**config.mk**
```make
export PLATFORM = sky130hd
export DESIGN_NAME = nonzero_lane_scanner
export DESIGN_NICKNAME = d
export VERILOG_FILES = /design/src/rtl/nonzero_lane_scanner_pkg.sv /design/src/rtl/nonzero_lane_scanner_lnzd.sv /design/src/rtl/nonzero_lane_scanner.sv
export SDC_FILE = /design/constraint.sdc
export NUM_CORES = 1
export LEC_CHECK = 0
export CAP_MARGIN = 30
export CELL_PAD_IN_SITES_DETAIL_PLACEMENT = 1
export CELL_PAD_IN_SITES_GLOBAL_PLACEMENT = 1
export CORE_MARGIN = 1.5
export CORE_UTILIZATION = 45
export CTS_BUF_LIST = sky130_fd_sc_hd__clkbuf_8
export DETAILED_ROUTE_END_ITERATION = 8
export PLACE_DENSITY = 0.86
export RECOVER_POWER = 25
export SLEW_MARGIN = 20
export SYNTH_ARGS = -nofsm -noshare
export SYNTH_HDL_FRONTEND = slang
export SYNTH_SLANG_ARGS = --single-unit
```
**constraint.sdc**
```tcl
create_clock -name clk -period 26.7 [get_ports clk]
set_input_delay 8.01 -clock clk [delete_from_list [all_inputs] [get_ports clk]]
set_output_delay 8.01 -clock clk [all_outputs]
set_load 0.05 [all_outputs]
```
**src/rtl/nonzero_lane_scanner_pkg.sv**
```systemverilog
// -----------------------------------------------------------------------------
// nonzero_lane_scanner_pkg
// Shared helpers for the zero-skipping lane scanner and its LNZD priority
// detector.
//   clog2(value) : ceiling log2, used to size lane-index buses at elaboration.
// -----------------------------------------------------------------------------
package nonzero_lane_scanner_pkg;

  // Ceiling log2 for elaboration-time sizing. A value of 1 yields 0, so callers
  // that need at least one index bit must guarantee a width of 2 or more.
  function automatic int clog2(input int value);
    int result;
    result = 0;
    for (int i = 0; i < 31; i++) begin
      if ((1 << i) < value) begin
        result = i + 1;
      end
    end
    return result;
  endfunction

endpackage

```
**src/rtl/nonzero_lane_scanner_lnzd.sv**
```systemverilog
// -----------------------------------------------------------------------------
// LNZD
// Lowest-nonzero detector built as a radix-2 tree, LSB-first. The node with
// the lower lane indices always wins, so the position returned is that of the
// lowest set bit of data_in.
// Ports:
//   data_in  [BIT_WIDTH-1:0]        occupancy bits to search
//   position [clog2(BIT_WIDTH)-1:0] index of the lowest set bit (don't-care
//                                   when valid is 0)
//   valid                           at least one bit of data_in is set
// -----------------------------------------------------------------------------
module LNZD
  import nonzero_lane_scanner_pkg::*;
#(
  parameter int BIT_WIDTH = 16
) (
  input  logic [BIT_WIDTH-1:0]        data_in,
  output logic [clog2(BIT_WIDTH)-1:0] position,
  output logic                        valid
);

  localparam int POS_W = clog2(BIT_WIDTH);

  // Heap-ordered tree: node n has children 2n and 2n+1, leaves sit at
  // BIT_WIDTH + lane. The left child always covers the lower lanes.
  logic             node_v [1:2*BIT_WIDTH-1];
  logic [POS_W-1:0] node_p [1:2*BIT_WIDTH-1];

  // Evaluating the nodes from the leaves upward inside one block keeps the
  // whole tree a single combinational process.
  always_comb begin
    for (int n = 1; n < 2*BIT_WIDTH; n++) begin
      node_v[n] = 1'b0;
      node_p[n] = '0;
    end
    for (int i = 0; i < BIT_WIDTH; i++) begin
      node_v[BIT_WIDTH+i] = data_in[i];
      node_p[BIT_WIDTH+i] = POS_W'(i);
    end
    for (int n = BIT_WIDTH - 1; n >= 1; n--) begin
      node_v[n] = node_v[2*n] | node_v[2*n+1];
      node_p[n] = node_v[2*n] ? node_p[2*n] : node_p[2*n+1];
    end
    valid    = node_v[1];
    position = node_p[1];
  end

endmodule

```
**src/rtl/nonzero_lane_scanner.sv**
```systemverilog
// -----------------------------------------------------------------------------
// nonzero_lane_scanner
// Zero-skipping front end for the sparse MAC/hash datapath. Accepts one vector
// of BIT_WIDTH lanes and emits one (index, value) beat per nonzero lane,
// lowest index first. An all-zero vector produces a single marker beat.
// Ports:
//   clk, rst              clock, asynchronous active-high reset
//   in_valid / in_ready   vector handshake; in_data lane i at
//                         in_data[i*DATA_WIDTH +: DATA_WIDTH]
//   out_valid / out_ready beat handshake
//   out_index, out_value  lane index and value of the current nonzero lane
//   out_last              final beat of the current vector
//   out_zero              vector was all-zero (single marker beat)
// -----------------------------------------------------------------------------
module nonzero_lane_scanner
  import nonzero_lane_scanner_pkg::*;
#(
  parameter int BIT_WIDTH  = 16,
  parameter int DATA_WIDTH = 16
) (
  input  logic                            clk,
  input  logic                            rst,
  input  logic                            in_valid,
  output logic                            in_ready,
  input  logic [BIT_WIDTH*DATA_WIDTH-1:0] in_data,
  output logic                            out_valid,
  input  logic                            out_ready,
  output logic [clog2(BIT_WIDTH)-1:0]     out_index,
  output logic [DATA_WIDTH-1:0]           out_value,
  output logic                            out_last,
  output logic                            out_zero
);

  localparam int IDX_W = clog2(BIT_WIDTH);

  typedef enum logic {
    IDLE = 1'b0,
    SCAN = 1'b1
  } state_e;

  state_e                          state_q, state_d;
  logic [BIT_WIDTH-1:0]            mask_q, mask_d;
  logic [BIT_WIDTH*DATA_WIDTH-1:0] data_q, data_d;
  logic                            zero_q, zero_d;

  logic [IDX_W-1:0]     lnzd_pos;
  logic                 lnzd_valid;
  logic [BIT_WIDTH-1:0] load_mask;
  logic [IDX_W-1:0]     beat_index;
  logic [DATA_WIDTH-1:0] beat_value;
  logic [BIT_WIDTH-1:0] rest_mask;
  logic                 beat_last;
  logic                 scan_active;
  logic                 accept;
  logic                 transfer;

  // Lowest remaining occupied lane comes from the registered mask only, so
  // nothing on in_* can reach the beat outputs in the same cycle.
  LNZD #(
    .BIT_WIDTH (BIT_WIDTH)
  ) u_lnzd (
    .data_in  (mask_q),
    .position (lnzd_pos),
    .valid    (lnzd_valid)
  );

  assign scan_active = (state_q == SCAN);

  // Occupancy of an incoming vector: one bit per lane that has any bit set.
  always_comb begin
    load_mask = '0;
    for (int i = 0; i < BIT_WIDTH; i++) begin
      load_mask[i] = |in_data[i*DATA_WIDTH +: DATA_WIDTH];
    end
  end

  // Current beat: lane mux on the detected index, plus the mask that would
  // remain once this lane is consumed. An empty remainder marks the last beat;
  // an all-zero vector is its own single last beat at index 0.
  always_comb begin
    beat_index = zero_q ? '0 : lnzd_pos;
    beat_value = '0;
    rest_mask  = '0;
    for (int i = 0; i < BIT_WIDTH; i++) begin
      if (beat_index == IDX_W'(i)) begin
        beat_value = data_q[i*DATA_WIDTH +: DATA_WIDTH];
      end
      rest_mask[i] = mask_q[i] & (beat_index != IDX_W'(i));
    end
    beat_last = zero_q | (rest_mask == '0);
  end

  // Outputs are held at zero outside SCAN so idle and reset look clean.
  assign out_valid = scan_active;
  assign out_index = scan_active ? beat_index : '0;
  assign out_value = scan_active ? beat_value : '0;
  assign out_last  = scan_active & beat_last;
  assign out_zero  = scan_active & zero_q;

  // A new vector may be taken while idle, or in the same cycle the last beat
  // of the current one leaves, which gives back-to-back vectors with no bubble.
  // rst gates it so nothing looks acceptable while reset is held.
  assign in_ready = ~rst & (~scan_active | (out_ready & beat_last));
  assign accept   = in_valid & in_ready;
  assign transfer = out_valid & out_ready;

  // Next-state logic. The load on accept is applied last because it wins
  // over the retire-to-IDLE path when a vector follows a last beat directly.
  always_comb begin
    state_d = state_q;
    mask_d  = mask_q;
    data_d  = data_q;
    zero_d  = zero_q;
    unique case (state_q)
      IDLE: begin
        mask_d = '0;
      end
      SCAN: begin
        if (transfer) begin
          if (!beat_last) begin
            mask_d = rest_mask;
          end else begin
            mask_d  = '0;
            state_d = IDLE;
          end
        end
      end
      default: begin
        state_d = IDLE;
        mask_d  = '0;
      end
    endcase
    if (accept) begin
      state_d = SCAN;
      data_d  = in_data;
      mask_d  = load_mask;
      zero_d  = (load_mask == '0);
    end
  end

  // State registers; reset discards any vector in flight.
  always_ff @(posedge clk or posedge rst) begin
    if (rst) begin
      state_q <= IDLE;
      mask_q  <= '0;
      data_q  <= '0;
      zero_q  <= 1'b0;
    end else begin
      state_q <= state_d;
      mask_q  <= mask_d;
      data_q  <= data_d;
      zero_q  <= zero_d;
    end
  end

  // A nonzero vector in SCAN must always have an occupied lane left to emit.
  assert property (@(posedge clk) disable iff (rst)
                   (scan_active && !zero_q) |-> lnzd_valid);

endmodule
```
### After elaboration in Yosys (flattened, before gate mapping)

Cells that the tools add are included.

| word-level totals | value |
|---|---|
| bits in registers | 274 |
| bits in latches | 0 |
| RAM bits | 0 |
| ROM bits | 0 |
| memories | 0 |

| cells by class | value |
|---|---|
| add/subtract/negate cells | 0 |
| multipliers | 0 |
| div/mod/pow operators | 0 |
| $lt $le $gt $ge | 0 |
| equal/unequal tests | 31 |
| shift operators | 0 |
| muxes and demuxes | 42 |
| bitwise logic cells | 37 |
| reduce and logical (&&, ||, !) cells | 20 |

Operator list:

| kind | count |
|---|---|
| two-way mux 16 bit | 20 |
| OR reduction 16 bit | 16 |
| two-way mux 4 bit | 9 |
| == test 4 bit (second input constant) | 8 |
| zero test 16 bit | 2 |
| inequality test 4 bit (second input constant) | 8 |
| one-hot mux 16 bit (2 select lines) | 1 |
| bitwise AND 1 bit | 22 |
| == test 4 x 3 -> 1 bit (second input constant) | 4 |
| inequality test 4 x 3 -> 1 bit (second input constant) | 4 |
| OR 1 bit | 13 |
| two-way mux 1 bit | 12 |
| == test 4 x 2 -> 1 bit (second input constant) | 2 |
| inequality test 4 x 2 -> 1 bit (second input constant) | 2 |
| == test 4 x 1 -> 1 bit (second input constant) | 1 |
| zero test 4 bit | 1 |
| inequality test 4 x 1 -> 1 bit (second input constant) | 1 |
| nonzero test 4 bit | 1 |
| inequality test 3 x 1 -> 1 bit (second input constant) | 1 |
| NOT 1 bit | 2 |

### Logic depth before layout (Yosys ltp)

Gate-level depths: netlist of run 1.

| logic depth | value |
|---|---|
| depth after elaboration | 23 |
| gate-level depth with buffers | 13 |
| mapped depth without buffers | 8 |

### Modules after synthesis

Synthesis of run 1 repeated with hierarchy kept, for this count alone.

| second synthesis, totals | value |
|---|---|
| cells, all modules | 1,167 |
| area, all modules | 13,668.1 um2 |

By module, submodules not included:

| module | instances | cells an instance | area an instance (um2) | sequential area each (um2) |
|---|---|---|---|---|
| nonzero_lane_scanner | 1 | 1,142 | 13,520.5 | 6,856.6 |
| LNZD | 1 | 25 | 147.6 | 0.0 |

### Worst setup path before layout of run 1

OpenSTA, ideal clock, no wires.

| path | value |
|---|---|
| path type | input-to-output |
| from | input port out_ready |
| to | output port in_ready |
| data arrival time | 9,131 ps |
| data required time | 18,690 ps |
| slack | 9,559 ps |
| cell stages on the path | 2 |
| path buffers | 0 |
| cell sequence | nor2_1 nor3_1 |

| on the way | value |
|---|---|
| longest elaborated chain between the ends | 3 |

Ends and longest elaborated chain:

| what | RTL line | text |
|---|---|---|
| start, declared | nonzero_lane_scanner.sv:27 | `input logic out_ready,` |
| bitwise AND 1 bit | nonzero_lane_scanner.sv:103 | `assign in_ready = ~rst & (~scan_active \| (out_ready & beat_last));` |
| OR 1 bit | nonzero_lane_scanner.sv:103 |  |
| bitwise AND 1 bit | nonzero_lane_scanner.sv:103 |  |
| end, declared | nonzero_lane_scanner.sv:24 | `output logic in_ready,` |

No other way between the ends.

### Final worst setup path of run 1

Ends and elaborated chain as after synthesis.

==> results of run 1 <==
==> through the flow <==
stage / util / instance area, µm² / instances
floorplan: - / 13600 / 1166
global placement: 0.562 / 16700 / 1791
detailed placement: 0.562 / 16700 / 1792
CTS: 0.596 / 17700 / 1874
global route: 0.598 / 17800 / 1880
finish: 0.598 / 17800 / 1880
==> placed cells by master, fill, tap and decap left out, drive strengths merged, types with 3 or more instances in the layout <==
cell type / count
a211oi: 7
a21o: 5
a21oi: 63
a221o: 12
a221oi: 16
a22o: 18
a22oi: 16
a31oi: 14
a32oi: 3
buf: 23
clkbuf: 68
clkdlybuf4s50: 282
clkinv: 6
dfrtp: 274
inv: 18
mux2: 259
mux2i: 13
nand2: 75
nand3: 13
nand4: 19
nor2: 47
nor2b: 4
nor3: 15
nor4: 75
o211ai: 6
o21a: 5
o21ai: 72
o221a: 5
o221ai: 7
o22ai: 5
o2bb2ai: 3
o31ai: 7
or3: 5
or4: 4
==> cell families (layout without fill, tap and decap cells) <==
family,Yosys count,in the layout,synth area share
buffers and inverters,76,400,0.0328
flip-flops,274,274,0.504
multiplexers,272,272,0.224
AND/OR/NAND/NOR,264,264,0.101
adder cells (fa/ha/maj),1,1,0.000736
AO/OA/AOI/OAI,279,279,0.138
==> metal layers <==
metal,GRT usage,up-vias,wire (µm)
met5,0,-,0
met1,0.451,6336,22200
li1,-,5054,-
met2,0.605,686,27200
met3,0.0713,190,4410
met4,0.181,0,3360
==> cell type report <==
| type | instances | share of cell area |
|---|---|---|
| flip-flops and latches | 274 | 0.386 |
| multi-input cells | 816 | 0.356 |
| repair buffers | 309 | 0.173 |
| clock buffers | 65 | 0.0503 |
| well taps | 390 | 0.0275 |
| clock inverters | 17 | 0.00577 |
| inverters | 9 | 0.00197 |
==> state kept, by name (all words and copies together) (netlist names) <==
| name | flops |
|---|---|
| data_q | 256 |
| mask_q | 16 |
| zero_q | 1 |
| out_valid | 1 |
==> path summary, 6_finish.rpt <==
| check | depth (start not counted) | slack [ps] | to | startpoint |
|---|---|---|---|---|
| setup / recovery | 4 | 9020 | in_ready | out_ready |
| min in group asynchronous | 2 | 9750 | data_q[118]$_DFFE_PP0P_ | rst |
| max in group asynchronous | 4 | 14130 | data_q[79]$_DFFE_PP0P_ | rst |
| setup reg to reg | 11 | 20800 | data_q[183]$_DFFE_PP0P_ | zero_q$_DFFE_PP0P_ |
| hold / removal | 1 | 490 | data_q[157]$_DFFE_PP0P_ | data_q[157]$_DFFE_PP0P_ |
| hold reg to reg | 1 | 490 | data_q[157]$_DFFE_PP0P_ | data_q[157]$_DFFE_PP0P_ |
==> worst max-delay path, stage by stage <==
cell and delay, ps:
clkdlybuf4s50_1 440, nor2_1 420, nor3_1 80, clkdlybuf4s50_1 720
==> metrics.md, run 1 <==
| Metric | Value |
|---|---|
| Min cycle time layout | 17680 ps |
| Worst Setup Start Kind | input pin |
| Slew margin rel. | -2.89 |
| Post-CTS Setup Repair Bufs | 0 |
| Vias in the first global route | 13100 |
| Drt wl/cell | 30.4 µm |
| Drt pass-1 iters | 6 |
| Max_cap viols | 1 |
| Post-synthesis register bit count | 274 |
| Die X | 177 µm |
| Top post-synthesis cells by area | dfrtp_1 (50%), mux2_1 (14%), mux2_2 (7.0%), nor4_1 (3.3%), o21ai_0 (2.6%) |
| Skew-Pair Late Insertion Delay | 580 ps |
| Worst Max-Slew Pin Slew | 5800 ps |
| Dpl ws | 9030 ps |
| Fmax | 0.0566 GHz |
| Final WS setup | 9020 ps |
| Fin crit share | 0.662 |
| Post-Syn Area | 13600 µm² |
| FF+latch area | 6860 µm² |
| I/O Pins | 284 |
| Global-route wire length before repair | 83600 µm |
| Register area share after synthesis | 0.504 |
| Setup_tns | 0 ps |
| Fin nets | 1718 |
| Synth warnings | 0 |
| Mapped Cells | 1166 |
| Avg Cell Area, Syn | 11.7 µm² |
| Status | finished with violations |
| Cts hold-fix bufs | 0 |
| Multi-input gate area | 6330 µm² |
| Synth top cells by count | dfrtp_1 (274), mux2_1 (175), mux2_2 (84), nand2_1 (75), nor4_1 (72) |
| Pin count of the biggest net entering global routing | 177 |
| Resized cells post-CTS | 0 |
| Clk buf depth | 3 |
| GPL Wtd Cong | 0.950 |
| # clock sinks | 274 |
| H-tree levels | 2 |
| Crit. End Element | primary output |
| Fraction of registers with async set/reset | 1.00 |
| Worst Path Arrival | 9670 ps |
| Final hold vios | 0 |
| Buffers on Ports | 283 |
| Die Height | 177 µm |
| Layout Skew | 30.1 ps |
| Fin. max-slew vios | 128 |
| Syn_nets | 1426 |
| Via count | 12300 |
| Gr usage total | 0.363 |
| Most frequent cell after synthesis | dfrtp_1 |
| Share of post-route cells with drive strength above 1 | 0.135 |
| Worst Hold Class | reg2reg |
| Post-synth top area share | 0.504 |
| CTS tree | yes |
| Initial core utilization | 0.458 |
| Synth Flop Type | dfrtp_1 |
| Die area | 31300 µm² |
| Root Driver | clkbuf_8 |
| Total detailed-routing wirelength | 57200 µm |
| Critical Path RT | 18690 ps |
| Initial antenna violation count | 0 |
| Grt ovf | 0 |
| DRC | 0 |
| Ant. Diodes | 0 |
| DR iter-0 viols | 1136 |
| Kind of critical path | in2out |
| Fill count | 3065 |
| Setup Viol. Count Final | 0 |
| Clk slew on worst S/H paths | 60 ps |
| Area leader, netlist | dfrtp_1 |
| ANT nets after route | 0 |
| Total core area | 29700 µm² |
| Critical path fanouts, max | 7 |
| Hpwl dp | 42100 µm |
| Total CTS buffers | 48 |
| Failing checks | max-capacitance violations, max-slew violations |
| Post-synth cell types | 59 |
| DR vias/cell | 6.52 |
| Hold WS | 487 ps |
| Synth-to-layout area growth | 30.7% |
| RSZ-0062 raised after global routing | false |
| EDFF count, synth | 0 |
| Rows | 63 |
Power of run 1 is not shown: default switching activity piles up to over one toggle a cycle in this logic, so the estimate is an artifact.
==> inputs of run 2 (changes only) <==
--- a/config.mk
+++ b/config.mk
@@ -9,10 +9,10 @@
 export CELL_PAD_IN_SITES_DETAIL_PLACEMENT = 1
 export CELL_PAD_IN_SITES_GLOBAL_PLACEMENT = 1
 export CORE_MARGIN = 1.5
-export CORE_UTILIZATION = 45
+export CORE_UTILIZATION = 42
 export CTS_BUF_LIST = sky130_fd_sc_hd__clkbuf_8
 export DETAILED_ROUTE_END_ITERATION = 8
-export PLACE_DENSITY = 0.86
+export PLACE_DENSITY = 0.81
 export RECOVER_POWER = 25
 export SLEW_MARGIN = 20
 export SYNTH_ARGS = -nofsm -noshare
==> constraint.sdc (replaced) <==
create_clock -name clk -period 17.6 [get_ports clk]
set_input_delay 5.28 -clock clk [delete_from_list [all_inputs] [get_ports clk]]
set_output_delay 5.28 -clock clk [all_outputs]
set_load 0.05 [all_outputs]
==> metrics.md, run 2 (same netlist as run 1, synthesis figures left out) <==
| Metric | Value |
|---|---|
| Buffers on Ports | 283 (unchanged) |
| DRC | 0 (unchanged) |
| Clk buf depth | 3 (unchanged) |
| Final WS setup | 5380 ps (-3640 ps) |
| Fin nets | 1713 (-0.29%) |
| Vias in the first global route | 12600 (-4.5%) |
| Hold path endpoint | data_q[74]$_DFFE_PP0P_ |
| Total detailed-routing wirelength | 55100 µm (-3.6%) |
| Multi-input gate area | 6330 µm² (unchanged) |
| Commonest non-fill, non-tap cell in the layout | clkdlybuf4s50_1 |
| Worst Hold Launch | data_q[74]$_DFFE_PP0P_ |
| Critical path fanouts, max | 7 (unchanged) |
| Worst Max-Slew Pin Slew | 5430 ps (-371 ps) |
| Final instance area | 17800 µm² (about the same) |
| DR iter-0 viols | 943 (-17%) |
| Top Registers | data_q (256), mask_q (16) |
| Fin crit share | 0.694 |
| Layout Skew | 24.4 ps (-5.65 ps) |
| DR vias/cell | 6.32 (-3.1%) |
| Die Height | 183 µm (+3.4%) |
| GPL Wtd Cong | 0.937 (-1.4%) |
| Total core area | 31700 µm² (+6.7%) |
| Die X | 183 µm (+3.4%) |
| Die area | 33500 µm² (+7.0%) |
| Via count | 12000 (-2.5%) |
| Most frequent cells in the layout | clkdlybuf4s50_1 (281), dfrtp_1 (274), mux2_1 (175), mux2_2 (84), nand2_1 (75) |
| Clk slew on worst S/H paths | 60 ps (about the same) |
| Worst hold stages | 1 (unchanged) |
| Cts hold-fix bufs | 0 (unchanged) |
| # clock sinks | 274 (unchanged) |
| Hpwl dp | 41500 µm (-1.5%) |
| Synth-to-layout area growth | 30.7% (about the same) |
| Worst Hold Class | reg2reg |
| Final hold vios | 0 (unchanged) |
| Setup_tns | 0 ps (unchanged) |
| DP Area | 16700 µm² (+0.12%) |
| Crit. End Element | primary output |
| Max FFs per register | 256 (unchanged) |
| ANT nets after route | 0 (unchanged) |
| Status | finished with violations |
| Initial core utilization | 0.429 (-0.0289) |
| Fmax | 0.0818 GHz |
| Root Driver | clkbuf_8 |
| RSZ-0062 raised after global routing | false |
| Fill count | 3270 (+6.7%) |
| Worst Setup Start Kind | input pin |
| Failing checks | max-capacitance violations, max-slew violations |
| Critical Path RT | 12320 ps (-6370 ps) |
| Dpl ws | 5440 ps (-3590 ps) |
| Final core utilization | 0.560 (-0.0380) |
| I/O Pins | 284 (unchanged) |
| Drt wl/cell | 29.1 µm (-4.3%) |
| Drt pass-1 iters | 7 (+1) |
| Total CTS buffers | 47 (-2.1%) |
| Setup Viol. Count Final | 0 (unchanged) |
| Max_cap viols | 3 (+2) |
| Share of post-route cells with drive strength above 1 | 0.127 (-0.00747) |
| Ant. Diodes | 0 (unchanged) |
| Initial antenna violation count | 0 (unchanged) |
| CTS tree | yes |
| Min cycle time layout | 12220 ps |
| R2R setup slack | 11930 ps (-8870 ps) |
| Grt ovf | 0 (unchanged) |
| R2R depth | 11 (unchanged) |
| FF+latch area | 6860 µm² (unchanged) |
| Pin count of the biggest net entering global routing | 202 (+14%) |
| Gr usage total | 0.329 (-0.0343) |
| Kind of critical path | in2out |
| Post-CTS Setup Repair Bufs | 0 (unchanged) |
| R2r endpoint | data_q[207]$_DFFE_PP0P_ |
| Resized cells post-CTS | 0 (unchanged) |
| Skew-Pair Late Insertion Delay | 580 ps (about the same) |
| Crit Reg-Reg Startpoint | zero_q$_DFFE_PP0P_ |
| Worst Path Arrival | 6940 ps (-2730 ps) |
| Rows | 65 (+3.2%) |
| Slew margin rel. | -2.64 (+0.248) |
| Fin. max-slew vios | 196 (+53%) |
| Top reg by flops | data_q |
| Global-route wire length before repair | 81600 µm (-2.4%) |
| H-tree levels | 2 (unchanged) |
## run 2: cell type report
class,count,share of cell area
flip-flops and latches,274,0.386
multi-input cells,816,0.356
repair buffers,305,0.172
clock buffers,60,0.0465
well taps,402,0.0283
clock inverters,27,0.00944
inverters,9,0.00197
## run 2: how the worst max path moves through the flow
stage,from,endpoint,slack (ps),cells after the start
after floorplan,rst,data_q[0]$_DFFE_PP0P_,4770,1
after global placement,out_ready,in_ready,5450,4
after detailed placement,out_ready,in_ready,5440,4
after CTS,out_ready,in_ready,5410,4
after global routing,out_ready,in_ready,5290,4
final,out_ready,in_ready,5380,4
## run 2: critical path, cell delays in order
cell,delay (ps)
clkdlybuf4s50_1,420
nor2_1,430
nor3_1,80
clkdlybuf4s50_1,720
## run 2: stage by stage
stage	hold WS [ps]	instances
after detailed placement	468	1803
after global routing	506	1893
after global placement	467	1800
final	489	1893
after CTS	488	1890
after floorplan	451	1166
## run 2: layer usage
metal | vias up | global-route usage | share of wire
met1 | 6137 | 0.434 | 0.41
li1 | 5076 | - | -
met2 | 621 | 0.534 | 0.48
met5 | - | 0 | 0
met3 | 130 | 0.0564 | 0.072
met4 | 0 | 0.144 | 0.043
Power of run 2 is left out for the same reason.
